### src/rtl/ram_ctrl_pkg.sv
// Shared definitions for the 8x16 RAM arbiter/sequencer.
//   ST_*      : FSM state encodings (INIT sweep, IDLE arbitration, ACCESS)
//   DEPTH     : number of RAM words
//   REQ_A/B   : requester ids used for winner / last-winner tracking
package ram_ctrl_pkg;
  localparam logic [1:0] ST_INIT   = 2'd0;
  localparam logic [1:0] ST_IDLE   = 2'd1;
  localparam logic [1:0] ST_ACCESS = 2'd2;

  localparam int DEPTH = 8;

  localparam logic REQ_A = 1'b0;
  localparam logic REQ_B = 1'b1;

  typedef enum logic [1:0] {
    S_INIT   = ST_INIT,
    S_IDLE   = ST_IDLE,
    S_ACCESS = ST_ACCESS
  } state_t;
endpackage

### src/rtl/ram8x16_arbiter_rr_arb2.sv
// rr_arb2: combinational 2-way winner select.
//   i_req_a, i_req_b : pending requests
//   i_last           : id of previous winner (round-robin build only)
//   o_any            : at least one request pending
//   o_win            : winning requester id (REQ_A / REQ_B)
// Build option RAM_ARB_FIXED_PRIO_EN: A wins every tie and i_last is dropped.
import ram_ctrl_pkg::*;

module rr_arb2 (
  input  logic i_req_a,
  input  logic i_req_b,
`ifndef RAM_ARB_FIXED_PRIO_EN
  input  logic i_last,
`endif
  output logic o_any,
  output logic o_win
);
  always_comb begin
    o_any = i_req_a | i_req_b;
`ifdef RAM_ARB_FIXED_PRIO_EN
    o_win = i_req_a ? REQ_A : REQ_B;
`else
    // On a tie the requester that did not win last time goes next.
    if (i_req_a && i_req_b) o_win = ~i_last;
    else                    o_win = i_req_a ? REQ_A : REQ_B;
`endif
  end
endmodule

### src/rtl/ram8x16_arbiter.sv
// ram8x16_arbiter: zero-fills the RAM after reset, then serialises single-word
// read/write requests from requesters A and B onto the RAM pins.
//   clk, clr             : clock, synchronous active-low reset
//   req/we/addr/wdata_x  : requester x command (held until gnt_x)
//   gnt_x                : x's access is on the RAM this cycle
//   rvalid_x, rdata_x    : read result pulse / held read data
//   init_done            : zero-fill sweep finished
//   ram_rw/addr/din/dout : RAM interface (rw=1 write)
// Build option RAM_ARB_FIXED_PRIO_EN: fixed A-first priority on ties.
// Note: reset lands the FSM in INIT, and INIT is the write sweep, so ram_rw
// is already high in the cycle following a reset edge (addr/din are 0).
import ram_ctrl_pkg::*;

module ram8x16_arbiter #(
  parameter int DW = 16,
  parameter int AW = 3
) (
  input  logic          clk,
  input  logic          clr,
  input  logic          req_a,
  input  logic          we_a,
  input  logic [AW-1:0] addr_a,
  input  logic [DW-1:0] wdata_a,
  output logic          gnt_a,
  output logic          rvalid_a,
  output logic [DW-1:0] rdata_a,
  input  logic          req_b,
  input  logic          we_b,
  input  logic [AW-1:0] addr_b,
  input  logic [DW-1:0] wdata_b,
  output logic          gnt_b,
  output logic          rvalid_b,
  output logic [DW-1:0] rdata_b,
  output logic          init_done,
  output logic          ram_rw,
  output logic [AW-1:0] ram_addr,
  output logic [DW-1:0] ram_din,
  input  logic [DW-1:0] ram_dout
);
  state_t        r_state, w_state_nxt;
  logic [AW-1:0] r_cnt;
  logic          r_we, r_win;
  logic [AW-1:0] r_addr;
  logic [DW-1:0] r_wdata;
  logic          r_init_done, r_rvalid_a, r_rvalid_b;
  logic [DW-1:0] r_rdata_a, r_rdata_b;
  logic          w_any, w_win;
`ifndef RAM_ARB_FIXED_PRIO_EN
  logic          r_last;
`endif

  rr_arb2 u_arb (
    .i_req_a (req_a),
    .i_req_b (req_b),
`ifndef RAM_ARB_FIXED_PRIO_EN
    .i_last  (r_last),
`endif
    .o_any   (w_any),
    .o_win   (w_win)
  );

  always_ff @(posedge clk) begin
    if (!clr) r_state <= S_INIT;
    else      r_state <= w_state_nxt;
  end

  // In IDLE the RAM pins keep showing the last command (r_addr/r_wdata);
  // during the sweep those registers track the sweep so the hold is seamless.
  always_comb begin
    w_state_nxt = r_state;
    ram_rw      = 1'b0;
    ram_addr    = r_addr;
    ram_din     = r_wdata;
    gnt_a       = 1'b0;
    gnt_b       = 1'b0;
    case (r_state)
      S_INIT: begin
        ram_rw   = 1'b1;
        ram_addr = r_cnt;
        ram_din  = '0;
        if (r_cnt == {AW{1'b1}}) w_state_nxt = S_IDLE;
      end
      S_IDLE: begin
        if (w_any) w_state_nxt = S_ACCESS;
      end
      S_ACCESS: begin
        ram_rw      = r_we;
        gnt_a       = (r_win == REQ_A);
        gnt_b       = (r_win == REQ_B);
        w_state_nxt = S_IDLE;
      end
      default: w_state_nxt = S_INIT;
    endcase
  end

  always_ff @(posedge clk) begin
    if (!clr) begin
      r_cnt       <= '0;
      r_we        <= 1'b0;
      r_win       <= REQ_A;
      r_addr      <= '0;
      r_wdata     <= '0;
      r_init_done <= 1'b0;
      r_rvalid_a  <= 1'b0;
      r_rvalid_b  <= 1'b0;
      r_rdata_a   <= '0;
      r_rdata_b   <= '0;
`ifndef RAM_ARB_FIXED_PRIO_EN
      r_last      <= REQ_B;
`endif
    end else begin
      r_rvalid_a <= 1'b0;
      r_rvalid_b <= 1'b0;
      case (r_state)
        S_INIT: begin
          r_cnt   <= r_cnt + 1'b1;
          r_addr  <= r_cnt;
          r_wdata <= '0;
          if (r_cnt == {AW{1'b1}}) r_init_done <= 1'b1;
        end
        S_IDLE: begin
          if (w_any) begin
            r_win <= w_win;
`ifndef RAM_ARB_FIXED_PRIO_EN
            r_last <= w_win;
`endif
            if (w_win == REQ_A) begin
              r_we <= we_a; r_addr <= addr_a; r_wdata <= wdata_a;
            end else begin
              r_we <= we_b; r_addr <= addr_b; r_wdata <= wdata_b;
            end
          end
        end
        S_ACCESS: begin
          // RAM read data is valid while the read address is driven.
          if (!r_we) begin
            if (r_win == REQ_A) begin
              r_rdata_a <= ram_dout; r_rvalid_a <= 1'b1;
            end else begin
              r_rdata_b <= ram_dout; r_rvalid_b <= 1'b1;
            end
          end
        end
        default: ;
      endcase
    end
  end

  assign init_done = r_init_done;
  assign rvalid_a  = r_rvalid_a;
  assign rvalid_b  = r_rvalid_b;
  assign rdata_a   = r_rdata_a;
  assign rdata_b   = r_rdata_b;
endmodule

### config.mk
export PLATFORM = sky130hd
export DESIGN_NAME = ram8x16_arbiter
export DESIGN_NICKNAME = d
export VERILOG_FILES = /design/src/rtl/ram_ctrl_pkg.sv /design/src/rtl/ram8x16_arbiter_rr_arb2.sv /design/src/rtl/ram8x16_arbiter.sv
export SDC_FILE = /design/constraint.sdc
export NUM_CORES = 1
export LEC_CHECK = 0
export ABC_AREA = 0
export BUFFER_PORTS_ARGS = -buffer_cell sky130_fd_sc_hd__buf_2
export CAP_MARGIN = 10
export CORE_MARGIN = 3
export CORE_UTILIZATION = 51
export DETAILED_ROUTE_END_ITERATION = 8
export GPL_TIMING_DRIVEN = 0
export PLACE_DENSITY_LB_ADDON = 0.1
export REMOVE_ABC_BUFFERS = 1
export SKIP_CTS_REPAIR_TIMING = 1
export SLEW_MARGIN = 20
export SYNTH_ARGS = -nofsm -noshare
export SYNTH_HDL_FRONTEND = slang
export SYNTH_HIERARCHICAL = 1
export SYNTH_SLANG_ARGS = --single-unit
### constraint.sdc
create_clock -name clk -period 2.9 [get_ports clk]
set_clock_uncertainty 0.2 [all_clocks]
set_input_delay 0.145 -clock clk [delete_from_list [all_inputs] [get_ports clk]]
set_output_delay 0.145 -clock clk [all_outputs]
set_load 0.02 [all_outputs]
==> flow_summary.ini <==
[power_and_ir_drop]
p_total_mw = 1.940
combPwrFrac_pct = 8.3
p_int_mw = 1.539
power.leakage_nw = 1.721
powerDensity_mw_per_mm2 = 515.7
ir_drop_v = 0.0003656
switching_share_pct = 20.70
p_sw_mw = 0.4016
power_frac_clock_pct = 47.1
seqPwrFrac_pct = 44.6

[floorplan]
row_count = 25
die_area_mm2 = 0.006230
core_area_mm2 = 0.004942
start_util_pct = 54.89
io_pins = 117
die_w_um = 78.93
die_h_um = 78.93

[yosys]
synth_compound_area_share_pct = 18.77
synth_edf_count = 0
ys_async_sr_fraction_pct = 0
syn_area_per_cell_um2 = 8.982
yosys.area_share.adder_pct = 0.9225
synth_top_area_share_pct = 45.76
synth_seq_cells = 62
seq_area_frac_synth_pct = 45.76
synth_top_area_cell = dfxtp_1
synth.area.top_cells = dfxtp_1 46%, nand2_1 5.8%, nand3_1 5.4%
synthSimpleGateAreaFrac_pct = 20.20
synth_mux_area_share_pct = 7.841
netlist-cell-type-count = 35
syn-instance-count = 302
yosysWarnings = 6
synth_xor_area_share_pct = 0
ys.flop_type = dfxtp_1
syn_area_mm2 = 0.002713
synth_top_family_by_area = simple AND/OR/NAND/NOR gates

[outcome]
failed_checks = negative hold slack
run_status = finished, violations left

[grt]
grt_pass1_wl_mm = 9.936
grt-ovfl-total = 0
track_usage_pct = 19.99
grt_max_degree = 53
antenna_found_initial = 0
grt_pass1_vias = 2223

[sta]
setup-tns-final_ns = 0
finalHoldViolations = 2
slew_headroom_pct = 36.29
max_freq_ghz = 0.4105
worst-slew-pin-transition_ns = 0.9556
finalSetupViolations = 0
fin_crit_sh_pct = 84.01
slew_viol_final = 0
finalCriticalPeriod_ns = 2.436
grt_setup_unrepaired = no
whs_ns = -0.05094

[clock_tree]
htreeDepth = 3
cts.sinks = 62
clock_latency_ns = 0.33
cts_root_buf = clkbuf_8
cts_tree = done
clockBufferDepth = 2
cts_buffers = 9
clkTransAtPathRegs_ns = 0.07

[setup_path]
startpoint = r_state[1]$_SDFFE_PN0P_
crit_fanout = 33
r2r-start = r_state[1]$_SDFFE_PN0P_
required_ns = 2.89
end_kind = register
worstPathArrival_ns = 2.43
start_kind = register
path_class = register to register

[min_path]
hold_start = wdata_a[0]
hp-class = primary input to register

[placed_design]
gp_congestion = 0.7788
io_buffers = 116
dp_cells = 459
dp_hpwl_mm = 4.071

[route]
vias_per_cell = 5.056
detail-route-antenna-nets = 0
drc = 0
dr.pass1.iters = 4
vias = 2543
drtIter0Drc = 143
drt_wl_total_mm = 6.653
wire_per_inst_um = 13.23

[job]
max_cap_viol_count = 0

[cells_and_area]
layout.nets = 494
drive_gt1_share_pct = 38.30
final_cell_mix = 116 x buf_2, 62 x dfxtp_1, 42 x nand2_1
n_antenna_cell = 0
fin_util_pct = 76.13
final_cells = 503
mostFrequentLayoutCell = buf_2
synthToLayoutAreaGrowth_pct = 38.70
nFillCells = 383
cells in the mapped netlist, types with 3 or more instances:
cell type and number:
a211oi_1 9, buf_4 4, o21ai_2 16, nand3_2 3, a21oi_1 24, mux2i_1 10, dfxtp_1 62, mux2_2 10
clkbuf_1 11, o21ai_0 24, and2_1 16, buf_2 8, nor2_1 7, buf_6 3, nand3_1 29, nand2_1 42
metal layers:
metal / global-route usage [%] / vias up / wire (µm)
li1: - / 1312 / -
met1: 23.86 / 1145 / 2792
met2: 32.68 / 77 / 3321
met3: 6.576 / 9 / 445
met4: 9.107 / 0 / 94
met5: 0 / - / 0
critical path: stages (launching register included):
cell and delay, ns:
dfxtp_1 0.72, or4b_2 1.06, nand3_1 0.24, o21ai_2 0.07
area by class of cell:
class	instances	area [µm²]	share of cell area, %
clock buffer	11	141.4	3.758
inverter	3	11.26	0.2993
sequential	62	1241	32.99
timing repair buffer	146	885.9	23.55
multi-input combinational	210	1304	34.65
tap	67	83.83	2.228
clock inverter	4	95.09	2.527
flip-flops by register name, summed over array words and instances, names as in the netlist:
name	count
r_win	1
rdata_b	16
r_wdata	16
rvalid_b	1
r_cnt	3
r_last	1
rdata_a	16
rvalid_a	1
init_done	1
r_we	1
r_state	2
r_addr	3
per-stage QoR:
stage          setup slack [ns]  cell area, µm²  hold slack [ns]
4_1_cts                  0.2661            3467          -0.1353
5_1_grt                  0.3473            3762        -0.004190
2_1_floorplan            0.5036            2547          0.07734
3_5_place_dp             0.2714            3231           0.2147
3_3_place_gp             0.1502            3212           0.2076
6_report                 0.4637            3762         -0.05094
logic make-up (layout without fill, tap and decap cells):
group	Yosys count	after routing
AOI/OAI and AO/OA	80	80
adders and majority gates	2	2
buffers and inverters	30	164
DFF	62	62
muxes	20	20
and+or+nand+nor	108	108
path summary, 6_finish.rpt:
| path | endpoint | slack (ns) | cells after the start |
|---|---|---|---|
| worst min register to register | rdata_b[4]$_SDFFE_PN0P_ | 0.26 | 2 |
| worst max-delay path | rdata_a[6]$_SDFFE_PN0P_ | 0.46 | 3 |
| worst max register to register | rdata_a[6]$_SDFFE_PN0P_ | 0.46 | 3 |
| worst min-delay path | r_wdata[0]$_SDFFE_PN0P_ | -0.05 | 3 |
power by group through the flow:
stage          Clock [mW]  Combinational, mW  Sequential [mW]
2_1_floorplan           0             0.0631            0.884
3_3_place_gp            0              0.123            0.884
3_5_place_dp            0              0.127            0.885
4_1_cts             0.925              0.127            0.865
5_1_grt             0.969              0.177            0.866
6_report            0.913              0.162            0.866
(Power assumes the default switching activity.)
